===== config.mk =====
export PLATFORM = sky130hd
export DESIGN_NAME = alu_cmd_sequencer
export DESIGN_NICKNAME = d
export VERILOG_FILES = /design/src/rtl/alu_defs.sv /design/src/rtl/alu_cmd_sequencer.sv
export SDC_FILE = /design/constraint.sdc
export NUM_CORES = 1
export LEC_CHECK = 0
export ABC_AREA = 1
export BUFFER_PORTS_ARGS = -buffer_cell sky130_fd_sc_hd__buf_4
export CAP_MARGIN = 15
export CORE_MARGIN = 2
export CORE_UTILIZATION = 40
export DETAILED_ROUTE_END_ITERATION = 16
export GPL_TIMING_DRIVEN = 1
export RECOVER_POWER = 50
export SYNTH_ARGS = -nofsm -noshare
export SYNTH_HDL_FRONTEND = slang
export SYNTH_SLANG_ARGS = --single-unit

===== constraint.sdc =====
create_clock -name clk -period 1.35 [get_ports clk]
set_input_delay 0.0675 -clock clk [delete_from_list [all_inputs] [get_ports clk]]
set_output_delay 0.0675 -clock clk [all_outputs]
set_load 0.05 [all_outputs]

===== src/rtl/alu_defs.sv =====
// Shared definitions for the ALU command sequencer: opcode values, the
// legal-opcode check and the sequencer FSM state encoding.
package alu_defs;

    localparam logic [3:0] OP_ADDC = 4'b0001;
    localparam logic [3:0] OP_ADD  = 4'b0010;
    localparam logic [3:0] OP_SUB  = 4'b0011;
    localparam logic [3:0] OP_NAND = 4'b0100;
    localparam logic [3:0] OP_OR   = 4'b0101;
    localparam logic [3:0] OP_XOR  = 4'b0110;
    localparam logic [3:0] OP_NOT  = 4'b0111;
    localparam logic [3:0] OP_SRL  = 4'b1000;
    localparam logic [3:0] OP_FUNC = 4'b1111;

    typedef enum logic [1:0] {
        ST_IDLE  = 2'd0,
        ST_ISSUE = 2'd1,
        ST_HOLD  = 2'd2
    } seq_state_e;

    function automatic logic opcode_is_legal(input logic [3:0] op);
        return (op inside {OP_ADDC, OP_ADD, OP_SUB, OP_NAND, OP_OR,
                           OP_XOR, OP_NOT, OP_SRL, OP_FUNC});
    endfunction

endpackage


===== src/rtl/alu_cmd_sequencer.sv =====
// Command-issuing front end for the 4-bit ALU: registers a command, drives the
// ALU for one cycle, captures its result and hands it out over valid/ready.
module alu_cmd_sequencer
    import alu_defs::*;
#(
    parameter int WIDTH = 4,
    parameter int OPW   = 4,
    parameter int CNTW  = 8
) (
    input  logic             clk,
    input  logic             reset,
    input  logic             cmd_valid,
    output logic             cmd_ready,
    input  logic [OPW-1:0]   cmd_op,
    input  logic [WIDTH-1:0] cmd_a,
    input  logic [WIDTH-1:0] cmd_b,
    input  logic             cmd_cin,
    input  logic             cmd_use_acc,
    input  logic             cmd_use_carry,
    output logic [WIDTH-1:0] alu_a,
    output logic [WIDTH-1:0] alu_b,
    output logic [OPW-1:0]   alu_op,
    output logic             alu_cin,
    input  logic [WIDTH-1:0] alu_out,
    input  logic             alu_cout,
    input  logic             alu_of,
    output logic             res_valid,
    input  logic             res_ready,
    output logic [WIDTH-1:0] res_data,
    output logic             res_cout,
    output logic             res_of,
    output logic             res_err,
    output logic [CNTW-1:0]  op_count,
    output logic [CNTW-1:0]  err_count
);

    seq_state_e       state_q, state_d;
    logic [WIDTH-1:0] alu_a_q, alu_a_d, alu_b_q, alu_b_d;
    logic [OPW-1:0]   alu_op_q, alu_op_d;
    logic             alu_cin_q, alu_cin_d;
    logic [WIDTH-1:0] res_data_q, res_data_d;
    logic             res_cout_q, res_cout_d, res_of_q, res_of_d, res_err_q, res_err_d;
    logic [CNTW-1:0]  op_count_q, op_count_d, err_count_q, err_count_d;
    logic [WIDTH-1:0] acc_q, acc_d;
    logic             carry_q, carry_d;
    logic             accept;

    always_ff @(posedge clk or posedge reset) begin
        if (reset) begin
            state_q     <= ST_IDLE;
            alu_a_q     <= '0;
            alu_b_q     <= '0;
            alu_op_q    <= '0;
            alu_cin_q   <= 1'b0;
            res_data_q  <= '0;
            res_cout_q  <= 1'b0;
            res_of_q    <= 1'b0;
            res_err_q   <= 1'b0;
            op_count_q  <= '0;
            err_count_q <= '0;
            acc_q       <= '0;
            carry_q     <= 1'b0;
        end else begin
            state_q     <= state_d;
            alu_a_q     <= alu_a_d;
            alu_b_q     <= alu_b_d;
            alu_op_q    <= alu_op_d;
            alu_cin_q   <= alu_cin_d;
            res_data_q  <= res_data_d;
            res_cout_q  <= res_cout_d;
            res_of_q    <= res_of_d;
            res_err_q   <= res_err_d;
            op_count_q  <= op_count_d;
            err_count_q <= err_count_d;
            acc_q       <= acc_d;
            carry_q     <= carry_d;
        end
    end

    always_comb begin
        state_d     = state_q;
        alu_a_d     = alu_a_q;
        alu_b_d     = alu_b_q;
        alu_op_d    = alu_op_q;
        alu_cin_d   = alu_cin_q;
        res_data_d  = res_data_q;
        res_cout_d  = res_cout_q;
        res_of_d    = res_of_q;
        res_err_d   = res_err_q;
        op_count_d  = op_count_q;
        err_count_d = err_count_q;
        acc_d       = acc_q;
        carry_d     = carry_q;

        // Gated by reset so cmd_ready reads 0 while reset is held.
        cmd_ready = !reset && ((state_q == ST_IDLE) ||
                               ((state_q == ST_HOLD) && res_ready));
        accept    = cmd_valid && cmd_ready;

        case (state_q)
            ST_IDLE: begin
                if (accept) state_d = ST_ISSUE;
            end
            ST_ISSUE: begin
                state_d = ST_HOLD;
                if (opcode_is_legal(alu_op_q)) begin
                    res_data_d = alu_out;
                    res_cout_d = alu_cout;
                    res_of_d   = alu_of;
                    res_err_d  = 1'b0;
                    acc_d      = alu_out;
                    carry_d    = alu_cout;
                end else begin
                    res_data_d  = '0;
                    res_cout_d  = 1'b0;
                    res_of_d    = 1'b0;
                    res_err_d   = 1'b1;
                    err_count_d = err_count_q + 1'b1;
                end
            end
            ST_HOLD: begin
                if (res_ready) begin
                    op_count_d = op_count_q + 1'b1;
                    state_d    = accept ? ST_ISSUE : ST_IDLE;
                end
            end
            default: state_d = ST_IDLE;
        endcase

        // Accepts only happen in IDLE or HOLD, one cycle after any capture,
        // so acc_q/carry_q already hold the freshest chained values here.
        if (accept) begin
            alu_a_d   = cmd_use_acc   ? acc_q   : cmd_a;
            alu_b_d   = cmd_b;
            alu_op_d  = cmd_op;
            alu_cin_d = cmd_use_carry ? carry_q : cmd_cin;
        end
    end

    assign alu_a     = alu_a_q;
    assign alu_b     = alu_b_q;
    assign alu_op    = alu_op_q;
    assign alu_cin   = alu_cin_q;
    assign res_valid = (state_q == ST_HOLD);
    assign res_data  = res_data_q;
    assign res_cout  = res_cout_q;
    assign res_of    = res_of_q;
    assign res_err   = res_err_q;
    assign op_count  = op_count_q;
    assign err_count = err_count_q;

endmodule


; ---- After elaboration in Yosys (flattened, before gate mapping)
; Index checks and enable logic that the tools add are counted.
[op_classes]
addsub = 2
n_mul = 0
n_div = 0
magnitude_cmp = 0
eq_ne = 13
shift = 0
muxes = 10
bitwise = 1
n_reduce_logical = 11
[op_table]
columns = operator, n
row1 = $add 8x1->8 const B, 2
row2 = $eq 4x3->1 const B, 4
row3 = $reduce_bool 9->1, 1
row4 = $eq 4x2->1 const B, 2
row5 = $eq 4x4->1 const B, 2
row6 = $mux 4, 2
row7 = $reduce_and 2->1, 4
row8 = $pmux 2 s3, 1
row9 = $mux 1, 5
row10 = $eq 4x1->1 const B, 1
row11 = $mux 2, 2
row12 = $logic_and 1x1->1, 3
row13 = $eq 2x1->1 const B, 1
row14 = $eq 2x2->1 const B, 1
row15 = $logic_not 2->1, 1
row16 = $ne 2x1->1 const B, 1
row17 = $ne 2x2->1 const B, 1
row18 = $logic_not 1->1, 1
row19 = $logic_or 1x1->1, 1
row20 = $not 1->1, 1
[totals]
regBits = 43
latch_bits = 0
ramBits = 0
mem_bits_ro = 0
in_bits = 25
output_inout_bits = 38
wordCells = 50
memories = 0

; ---- Longest topological paths before layout
; Gate-level depths: netlist of the first run.
[logic_depth]
word_depth = 8
mapped_depth = 8
mapped_depth_nobuf = 7

; ---- Worst setup path after synthesis of the first run
; No wires, ideal clock.
[synth_path]
kind = reg2reg
start = register err_count_q[0] (netlist: err_count[0])
end = register err_count_q[6] (netlist: err_count[6])
setup_ps = 119
arrival_time_ps = 1397
required_time_ps = 1231
setup_slack_ps = -166
path_stages_with_launch = 7
path_buffers = 0
synth_period_minus_slack_ps = 1516
cell_sequence = dfrtp_1 ha_1 nand3_1 o21ai_0 nand2_1 nand3_1 nand2_1
[synth_between]
elab_chain_len = 1
[synth_rtl]
columns = item, line
row1 = start: declaration, alu_cmd_sequencer.sv:43  ; logic [CNTW-1:0] op_count_q, op_count_d, err_count_q, err_count_d;
row2 = start signal: assignment, alu_cmd_sequencer.sv:74  ; err_count_q <= err_count_d;
row3 = $add 8x1->8, alu_cmd_sequencer.sv:118  ; err_count_d = err_count_q + 1'b1;
; No other way between the ends.
; A chain may end at the register's enable or synchronous reset.

; ---- Worst setup path in the final report of the first run
[layout_path]
start = input reset
end = output cmd_ready
[layout_between]
elab_chain_len = 2
[layout_rtl]
columns = item, line
row1 = start: declaration, alu_cmd_sequencer.sv:11  ; input logic reset,
row2 = $logic_not 1->1, alu_cmd_sequencer.sv:96  ; cmd_ready = !reset && ((state_q == ST_IDLE) ||
row3 = $logic_and 1x1->1, alu_cmd_sequencer.sv:96
row4 = end: declaration, alu_cmd_sequencer.sv:13  ; output logic cmd_ready,
; No other way between the ends.

==> flow_summary.json, run 1 <==
{
  "clk_path_buf_depth": 2,
  "hpwl_um": 3220,
  "fin_crit_sh": 0.920,
  "drv_slew": 0,
  "synth_area_mm2": 0.00206,
  "htree_levels": 2,
  "syn_area_per_cell_um2": 8.39,
  "start_util": 0.408,
  "syn_inst": 245,
  "peakVddDrop_uv": 1130,
  "cp-start-kind": "input pin",
  "die_area_mm2": 0.00573,
  "cts_inserted_buffers": 5,
  "worstPathArrival_ps": 1170,
  "synth.distinct_cells": 23,
  "status": "finished, final reports clean",
  "grt_max_degree": 44,
  "grt_pass1_vias": 1681,
  "drtIter0Drc": 89,
  "critPathKind": "input pin to primary output",
  "place_congestion": 0.775,
  "grt_antenna_before_repair": 0,
  "totalWireLength_um": 4430,
  "mostFrequentLayoutCells": "nand2_1, buf_4, dfrtp_1",
  "num_rows": 26,
  "area_growth_pct": 35.4,
  "vias_per_cell": 4.48,
  "vias": 1771,
  "cp_num_buf_inv": 4,
  "cts_root_buf": "clkbuf_8",
  "path_cells": "dlygate4sd3_1 -> clkbuf_4 -> nor2_1 -> nand2_2 -> inv_1 -> buf_4",
  "drt_first_pass_iters": 4,
  "fmax_ghz": 0.805,
  "min_from": "alu_of",
  "worst_pin_slew_ps": 581,
  "relSlewSlack": 0.613,
  "cp_max_fo": 2,
  "cts.sinks": 43,
  "synth_nets": 272,
  "pin_count": 63,
  "cts_setup_buffers": 0,
  "coreArea_mm2": 0.00504,
  "drtAntennaViolNets": 0,
  "rsz0062_at_grt": "false",
  "cts_tree": "built",
  "whs_ps": 30.3,
  "antennaDiodeCount": 0,
  "p_leak_nw": 1.52,
  "grt_pass1_wl_um": 7460,
  "die_width_um": 75.7,
  "clkLatencyLatePin_ps": 300,
  "max_cap_violations": 0,
  "portBuffers": 62,
  "gr-total-overflow": 0,
  "drive_above_1_share": 0.302,
  "ys_ff_latch": 43,
  "ys_warn_count": 0,
  "grt_usage": 0.176,
  "reg2reg_from": "alu_op[3]",
  "finalClockSkew_ps": 5.17,
  "critPathRequiredTime_ps": 1280,
  "final_nets": 351,
  "min_period_ps": 1240,
  "final_common_cell": "nand2_1",
  "clkSlewWorstSetupHoldPaths_ps": 80,
  "p_total_mw": 4.98,
  "crit_slowest_cell": "dlygate4sd3_1",
  "drc": 0,
  "setup_viol": 0,
  "end_kind": "primary output",
  "critPathLaunch": "reset",
  "cp_top_family": "buffers and inverters",
  "powerDensity_mw_per_mm2": 1790,
  "hold_viol": 0,
  "ys_seq_area_frac": 0.523,
  "max_stage_delay_ps": 530,
  "die_y_um": 75.7,
  "wire_per_inst_um": 11.2,
  "hold_class": "input pin to flip-flop"
}
==> sequential cells by signal, indices dropped and copies added (netlist names) <==
register   flops
alu_a          4
carry_q        1
res_data       4
state_q        2
err_count      8
res_cout       1
res_err        1
op_count       8
res_of         1
alu_cin        1
alu_b          4
alu_op         4
acc_q          4
==> cell families (layout without fill, tap and decap cells) <==
logic type      after synthesis  in the layout  share of synthesized area
fa+ha+maj                     2              2                     0.0122
compound gates               13             13                     0.0371
buf+inv                      30            110                     0.0676
flops                        43             43                      0.523
simple gates                150            150                      0.330
xor+xnor                      7              7                     0.0298
==> routing by layer <==
layer	track usage	wire length, um	up-vias
li1	-	-	928
met1	0.221	2010	798
met2	0.294	2120	39
met3	0.0489	235	6
met4	0.0585	60	0
met5	0	0	-
==> cell usage after synthesis <==
master	instances	area share
nor2_1	6	0.011
inv_1	25	0.046
ha_1	2	0.012
nand3_1	17	0.041
clkinv_2	1	0.0024
nor2_2	3	0.0091
o21ai_0	8	0.019
o21ai_2	3	0.013
buf_6	3	0.016
nand3b_2	1	0.0055
nor2_4	2	0.011
nand3_2	1	0.0049
xor2_1	4	0.017
nand4_1	8	0.024
dfrtp_1	43	0.52
nand2_4	2	0.011
o21ai_1	2	0.0049
inv_4	1	0.0030
xnor2_1	3	0.013
nand2_2	2	0.0061
nand3_4	1	0.0085
nand2_1	106	0.19
nand3b_1	1	0.0037
==> what timing repair did <==
| item | in CTS | in global routing |
|---|---|---|
| endpoints found under the hold margin | 51 | 0 |
| gates resized for setup | 0 | 3 |
| endpoints found under the setup margin | 0 | 7 |
| hold buffers | 9 | 0 |
==> final timing paths <==
check | endpoint | cells past startpoint | slack [ps]
min in group asynchronous | alu_a[1] | 4 | 510
max in group asynchronous | alu_op[0] | 4 | 410
hold / removal | res_of | 3 | 30
hold reg to reg | acc_q[0] | 2 | 470
setup / recovery | cmd_ready | 6 | 110
setup reg to reg | err_count[5] | 5 | 140
==> where the power goes <==
group	leakage, nW	switching, mW	internal (mW)
sequential	0.544	0.307	1.64
clock	0.0515	0.423	0.467
combinational	0.929	1.53	0.612
total	1.52	2.26	2.72
==> worst register-to-register path, cell delays in order (launching register included) <==
cell and delay (ps):
dfrtp_2 450, nand3b_2 270, nand2_4 170, nand2_4 110
nand2_1 70, nand2_1 50
==> area by class of cell <==
type / instances / area [um2]
Tap cell: 70 / 87.6
Fill cell: 508 / 2260
Clock buffer: 8 / 100
Multi-Input combinational cell: 172 / 856
Sequential cell: 43 / 1080
Inverter: 27 / 105
Timing Repair Buffer: 75 / 551
==> stage by stage <==
stage | instance area (um2) | setup TNS [ps] | util | setup slack, ps | instances
after global placement | 2640 | 0 | 0.524 | 116 | 378
after floorplan | 2070 | -4.60 | - | -4.60 | 245
after detailed placement | 2640 | 0 | 0.524 | 86.9 | 378
after CTS | 2830 | 0 | 0.561 | 77.2 | 395
after global routing | 2780 | 0 | 0.552 | 19.4 | 395
final | 2780 | 0 | 0.552 | 108 | 395
(Power assumes the default switching activity.)
==> inputs of run 2 (changes only) <==
--- a/config.mk
+++ b/config.mk
@@ -9,7 +9,7 @@
 export BUFFER_PORTS_ARGS = -buffer_cell sky130_fd_sc_hd__buf_4
 export CAP_MARGIN = 15
 export CORE_MARGIN = 2
-export CORE_UTILIZATION = 40
+export CORE_UTILIZATION = 25
 export DETAILED_ROUTE_END_ITERATION = 16
 export GPL_TIMING_DRIVEN = 1
 export RECOVER_POWER = 50
==> flow_summary.json, run 2 (same netlist as run 1, synthesis figures left out) <==
{
  "drt_first_pass_iters": 4,
  "mostFrequentLayoutCells": "nand2_1, buf_4, dfrtp_1",
  "wire_per_inst_um": 11.3,
  "fin_area_mm2": 0.00286,
  "cts.sinks": 43,
  "p_int_mw": 2.85,
  "p_sw_mw": 2.32,
  "grt_pass1_wl_um": 8320,
  "max_cap_violations": 0,
  "die_width_um": 94.7,
  "cp_top_family": "flip-flops",
  "p_comb_frac": 0.417,
  "die_y_um": 94.7,
  "critPathKind": "flip-flop to flip-flop",
  "grt_pass1_vias": 1695,
  "fin_crit_sh": 0.924,
  "powerDensity_mw_per_mm2": 1810,
  "vias": 1755,
  "max_stage_delay_ps": 430,
  "setup_viol": 0,
  "place_congestion": 0.816,
  "setup_tns_ps": 0,
  "cts_root_buf": "clkbuf_8",
  "portBuffers": 62,
  "grt_usage": 0.118,
  "critPathRequiredTime_ps": 1540,
  "cp_num_buf_inv": 0,
  "area_growth_pct": 39.1,
  "place_ws_ps": 63.3,
  "min_period_ps": 1250,
  "drtAntennaViolNets": 0,
  "cp_max_fo": 6,
  "num_rows": 33,
  "seqPwrFrac": 0.381,
  "hpwl_um": 3630,
  "hold_viol": 0,
  "r2r_setup_slack_ps": 100,
  "clkLatencyLatePin_ps": 290,
  "worst_pin_slew_ps": 596,
  "relSlewSlack": 0.603,
  "drc": 0,
  "drive_above_1_share": 0.305,
  "worstPathArrival_ps": 1440,
  "antennaDiodeCount": 0,
  "final_nets": 351,
  "final_common_cell": "nand2_1",
  "cts_inserted_buffers": 5,
  "totalWireLength_um": 4860,
  "p_leak_nw": 1.54,
  "cp-start-kind": "flip-flop",
  "layout_setup_ws_ps": 103,
  "grt_antenna_before_repair": 0,
  "pin_count": 63,
  "status": "finished, final reports clean",
  "clk_path_buf_depth": 2,
  "grt_max_degree": 44,
  "vias_per_cell": 4.08,
  "start_util": 0.254,
  "peakVddDrop_uv": 919,
  "placed_cell_area_mm2": 0.00268,
  "fmax_ghz": 0.802,
  "crit_slowest_cell": "dfrtp_2",
  "drv_slew": 0,
  "path_cells": "ha_1 -> nand3_1 -> o21ai_1 -> nand2_1 -> nand3_1 -> nand2_1",
  "drtIter0Drc": 77,
  "hold_class": "input pin to flip-flop",
  "n_fill_cell": 880,
  "cts_tree": "built",
  "end_kind": "flip-flop",
  "clkSlewWorstSetupHoldPaths_ps": 80,
  "clockPowerShare": 0.203,
  "htree_levels": 2,
  "finalClockSkew_ps": 4.81,
  "gr-total-overflow": 0,
  "p_total_mw": 5.17,
  "power.share.switching": 0.448,
  "coreArea_mm2": 0.00809,
  "die_area_mm2": 0.00896
}
run 2: cell count changes in the layout (fill, tap and decap cells not counted):
cell,change
clkbuf_8,-1
nand3b_4,+1
nor2_4,+1
bufinv_16,+1
clkbuf_2,-2
buf_4,+2
dfrtp_1,-1
dfrtp_2,+1
nor2_2,-1
clkbuf_4,-1
clkinv_2,+1
nand3b_2,-1
run 2: timing repair:
item | in CTS | in global routing
hold buffers | 9 | 0
resized for setup | 0 | 6
buffers inserted | 0 | 0
endpoints found under the setup margin | 0 | 15
endpoints found under the hold margin | 51 | 0
run 2: final timing paths:
path / startpoint / endpoint / cells after the start
worst max-delay path: err_count[0] / err_count[6] / 6
worst min register to register: alu_b[3] / alu_b[3] / 2
min in group asynchronous: reset / alu_a[2] / 4
worst max register to register: err_count[0] / err_count[6] / 6
worst min-delay path: alu_of / res_of / 3
max in group asynchronous: reset / err_count[1] / 4
run 2: cell type report:
type | count | area (um2) | area share
tap | 105 | 131 | 0.0459
clock buffer | 6 | 82.6 | 0.0289
sequential | 43 | 1080 | 0.379
multi-input combinational | 172 | 870 | 0.304
timing repair buffer | 75 | 552 | 0.193
clock inverter | 2 | 35.0 | 0.0122
inverter | 27 | 105 | 0.0367
run 2: worst reg2reg max path, stage by stage (launching register included):
cell and delay, ps:
dfrtp_2 430, ha_1 220, nand3_1 150, o21ai_1 160, nand2_1 60, nand3_1 70, nand2_1 50
run 2: stage by stage:
stage	instances	util	hold slack [ps]
2_1_floorplan	245	-	184
3_3_place_gp	413	0.332	138
3_5_place_dp	413	0.332	140
4_1_cts	430	0.357	33.0
5_1_grt	430	0.353	50.1
6_report	430	0.353	43.6
run 2: power groups by stage:
stage / Clock, mW / Sequential (mW) / Combinational, mW
detailed placement: 0 / 1.99 / 2.24
global route: 1.14 / 2.03 / 2.35
global placement: 0 / 1.97 / 2.21
finish: 1.05 / 1.97 / 2.16
CTS: 1.09 / 1.97 / 2.26
floorplan: 0 / 2.85 / 0.638
run 2: metal layers:
layer  up-vias  global-route usage  part of all wire
met5         -                   0                 0
met2        37               0.183              0.47
met4         0              0.0290            0.0086
li1        924                   -                 -
met1       789               0.159              0.45
met3         5              0.0415             0.063
==> inputs of run 3 (changes only) <==
--- a/config.mk
+++ b/config.mk
@@ -6,13 +6,14 @@
 export NUM_CORES = 1
 export LEC_CHECK = 0
 export ABC_AREA = 1
-export BUFFER_PORTS_ARGS = -buffer_cell sky130_fd_sc_hd__buf_4
 export CAP_MARGIN = 15
 export CORE_MARGIN = 2
 export CORE_UTILIZATION = 25
 export DETAILED_ROUTE_END_ITERATION = 16
+export DONT_BUFFER_PORTS = 1
 export GPL_TIMING_DRIVEN = 1
 export RECOVER_POWER = 50
+export SKIP_CTS_REPAIR_TIMING = 1
 export SYNTH_ARGS = -nofsm -noshare
 export SYNTH_HDL_FRONTEND = slang
 export SYNTH_SLANG_ARGS = --single-unit
==> constraint.sdc (replaced) <==
create_clock -name clk -period 1.35 [get_ports clk]
set_input_delay 0.0675 -clock clk [delete_from_list [all_inputs] [get_ports clk]]
set_output_delay 0.0675 -clock clk [all_outputs]
set_load 0.005 [all_outputs]
==> flow_summary.json, run 3 (same netlist as run 1, synthesis figures left out) <==
{
  "die_width_um": 94.7,
  "drive_above_1_share": 0.130,
  "fin_area_mm2": 0.00251,
  "min_period_ps": 1270,
  "n_fill_cell": 884,
  "num_rows": 33,
  "p_leak_nw": 1.30,
  "whs_ps": -43.6,
  "grt_max_degree": 21,
  "rsz0062_at_grt": "true",
  "grt_pass1_vias": 1613,
  "powerDensity_mw_per_mm2": 1480,
  "htree_levels": 2,
  "p_int_mw": 2.40,
  "clk_path_buf_depth": 2,
  "pin_count": 63,
  "vias": 1655,
  "fin_cells": 382,
  "coreArea_mm2": 0.00809,
  "finalClockSkew_ps": 7.51,
  "start_util": 0.254,
  "antennaDiodeCount": 0,
  "area_growth_pct": 22.0,
  "relSlewSlack": 0.439,
  "clkLatencyLatePin_ps": 290,
  "critPathRequiredTime_ps": 1530,
  "seq_area_mm2": 0.00108,
  "setup_viol": 0,
  "clockPowerShare": 0.213,
  "critPathKind": "flip-flop to flip-flop",
  "p_comb_frac": 0.252,
  "fmax_ghz": 0.790,
  "cts_inserted_buffers": 5,
  "portBuffers": 0,
  "drc": 0,
  "wire_per_inst_um": 13.2,
  "seqPwrFrac": 0.535,
  "worstPathArrival_ps": 1440,
  "peakVddDrop_uv": 457,
  "violations": "negative hold slack",
  "multi_input_area_um2": 868,
  "cts.sinks": 43,
  "hold_class": "input pin to flip-flop",
  "drtAntennaViolNets": 0,
  "worst_pin_slew_ps": 840,
  "max_cap_violations": 0,
  "gr-total-overflow": 0,
  "place_congestion": 0.747,
  "vias_per_cell": 4.33,
  "drt_first_pass_iters": 4,
  "hpwl_um": 3780,
  "layout_setup_ws_ps": 84.0,
  "status": "complete, but fails checks",
  "grt_usage": 0.118,
  "cts_root_buf": "clkbuf_8",
  "hold_viol": 7,
  "final_common_cell": "nand2_1",
  "cts_tree": "built",
  "p_total_mw": 3.70,
  "mostFrequentLayoutCells": "nand2_1, dfrtp_1, inv_1",
  "dp_cells": 358,
  "place_ws_ps": 59.3,
  "clkSlewWorstSetupHoldPaths_ps": 80,
  "end_kind": "flip-flop",
  "totalWireLength_um": 5050,
  "power.share.switching": 0.353,
  "grt_pass1_wl_um": 8090,
  "p_sw_mw": 1.31,
  "cp_max_fo": 8,
  "fin_crit_sh": 0.938,
  "cp-start-kind": "flip-flop",
  "placed_cell_area_mm2": 0.00225,
  "die_area_mm2": 0.00896,
  "die_y_um": 94.7,
  "drtIter0Drc": 96,
  "final_nets": 303,
  "drv_slew": 0,
  "grt_antenna_before_repair": 0
}
run 3: changes by cell type in the layout (fill, tap and decap cells not counted), moves of 6 or more:
cell and delta:
buf_4 -38, clkbuf_2 -17, dfrtp_1 +7, dfrtp_2 -7, dlygate4sd3_1 +6
run 3: power by group through the flow:
stage	clock [mW]	sequential (mW)	combinational, mW
floorplan	0	1.93	0.617
global placement	0	2.01	0.843
global route	0.883	2.04	1.09
detailed placement	0	2.02	0.872
CTS	0.828	1.99	0.874
finish	0.788	1.98	0.932
run 3: metal layers:
metal | vias up | global-route usage | part of all wire
li1 | 829 | - | -
met1 | 778 | 0.141 | 0.42
met2 | 42 | 0.185 | 0.48
met3 | 6 | 0.0559 | 0.092
met4 | 0 | 0.0447 | 0.0099
met5 | - | 0 | 0
run 3: cell type report:
cell class                 count  share of cell area
timing repair buffer          26              0.0978
sequential                    43               0.429
tap                          105              0.0524
clock buffer                   7              0.0304
inverter                      27              0.0419
multi-input combinational    173               0.346
clock inverter                 1             0.00200
run 3: final timing paths:
kind / slack [ps] / depth (start not counted) / end / startpoint
setup / recovery: 80 / 6 / acc_q[3] / alu_op[2]
hold / removal: -40 / 2 / res_data[1] / alu_out[1]
setup reg to reg: 80 / 6 / acc_q[3] / alu_op[2]
hold reg to reg: 480 / 2 / acc_q[2] / acc_q[2]
max in group asynchronous: 170 / 3 / acc_q[3] / reset
min in group asynchronous: 400 / 2 / alu_a[1] / reset
run 3: worst max-delay path, cell delays in order (launching register included):
cell and delay, ps:
dfrtp_1 440, nor2_2 170, nand2_1 120, nand3_4 140, nand3_2 150, nand2_1 100
nand2_1 50
run 3: stage by stage:
step / util / TNS (ps) / hold WS, ps
finish: 0.310 / 0 / -43.6
global route: 0.310 / -186 / -38.8
CTS: 0.288 / 0 / -321
detailed placement: 0.278 / 0 / 4.34
global placement: 0.278 / 0 / -6.04
floorplan: - / 0 / 184
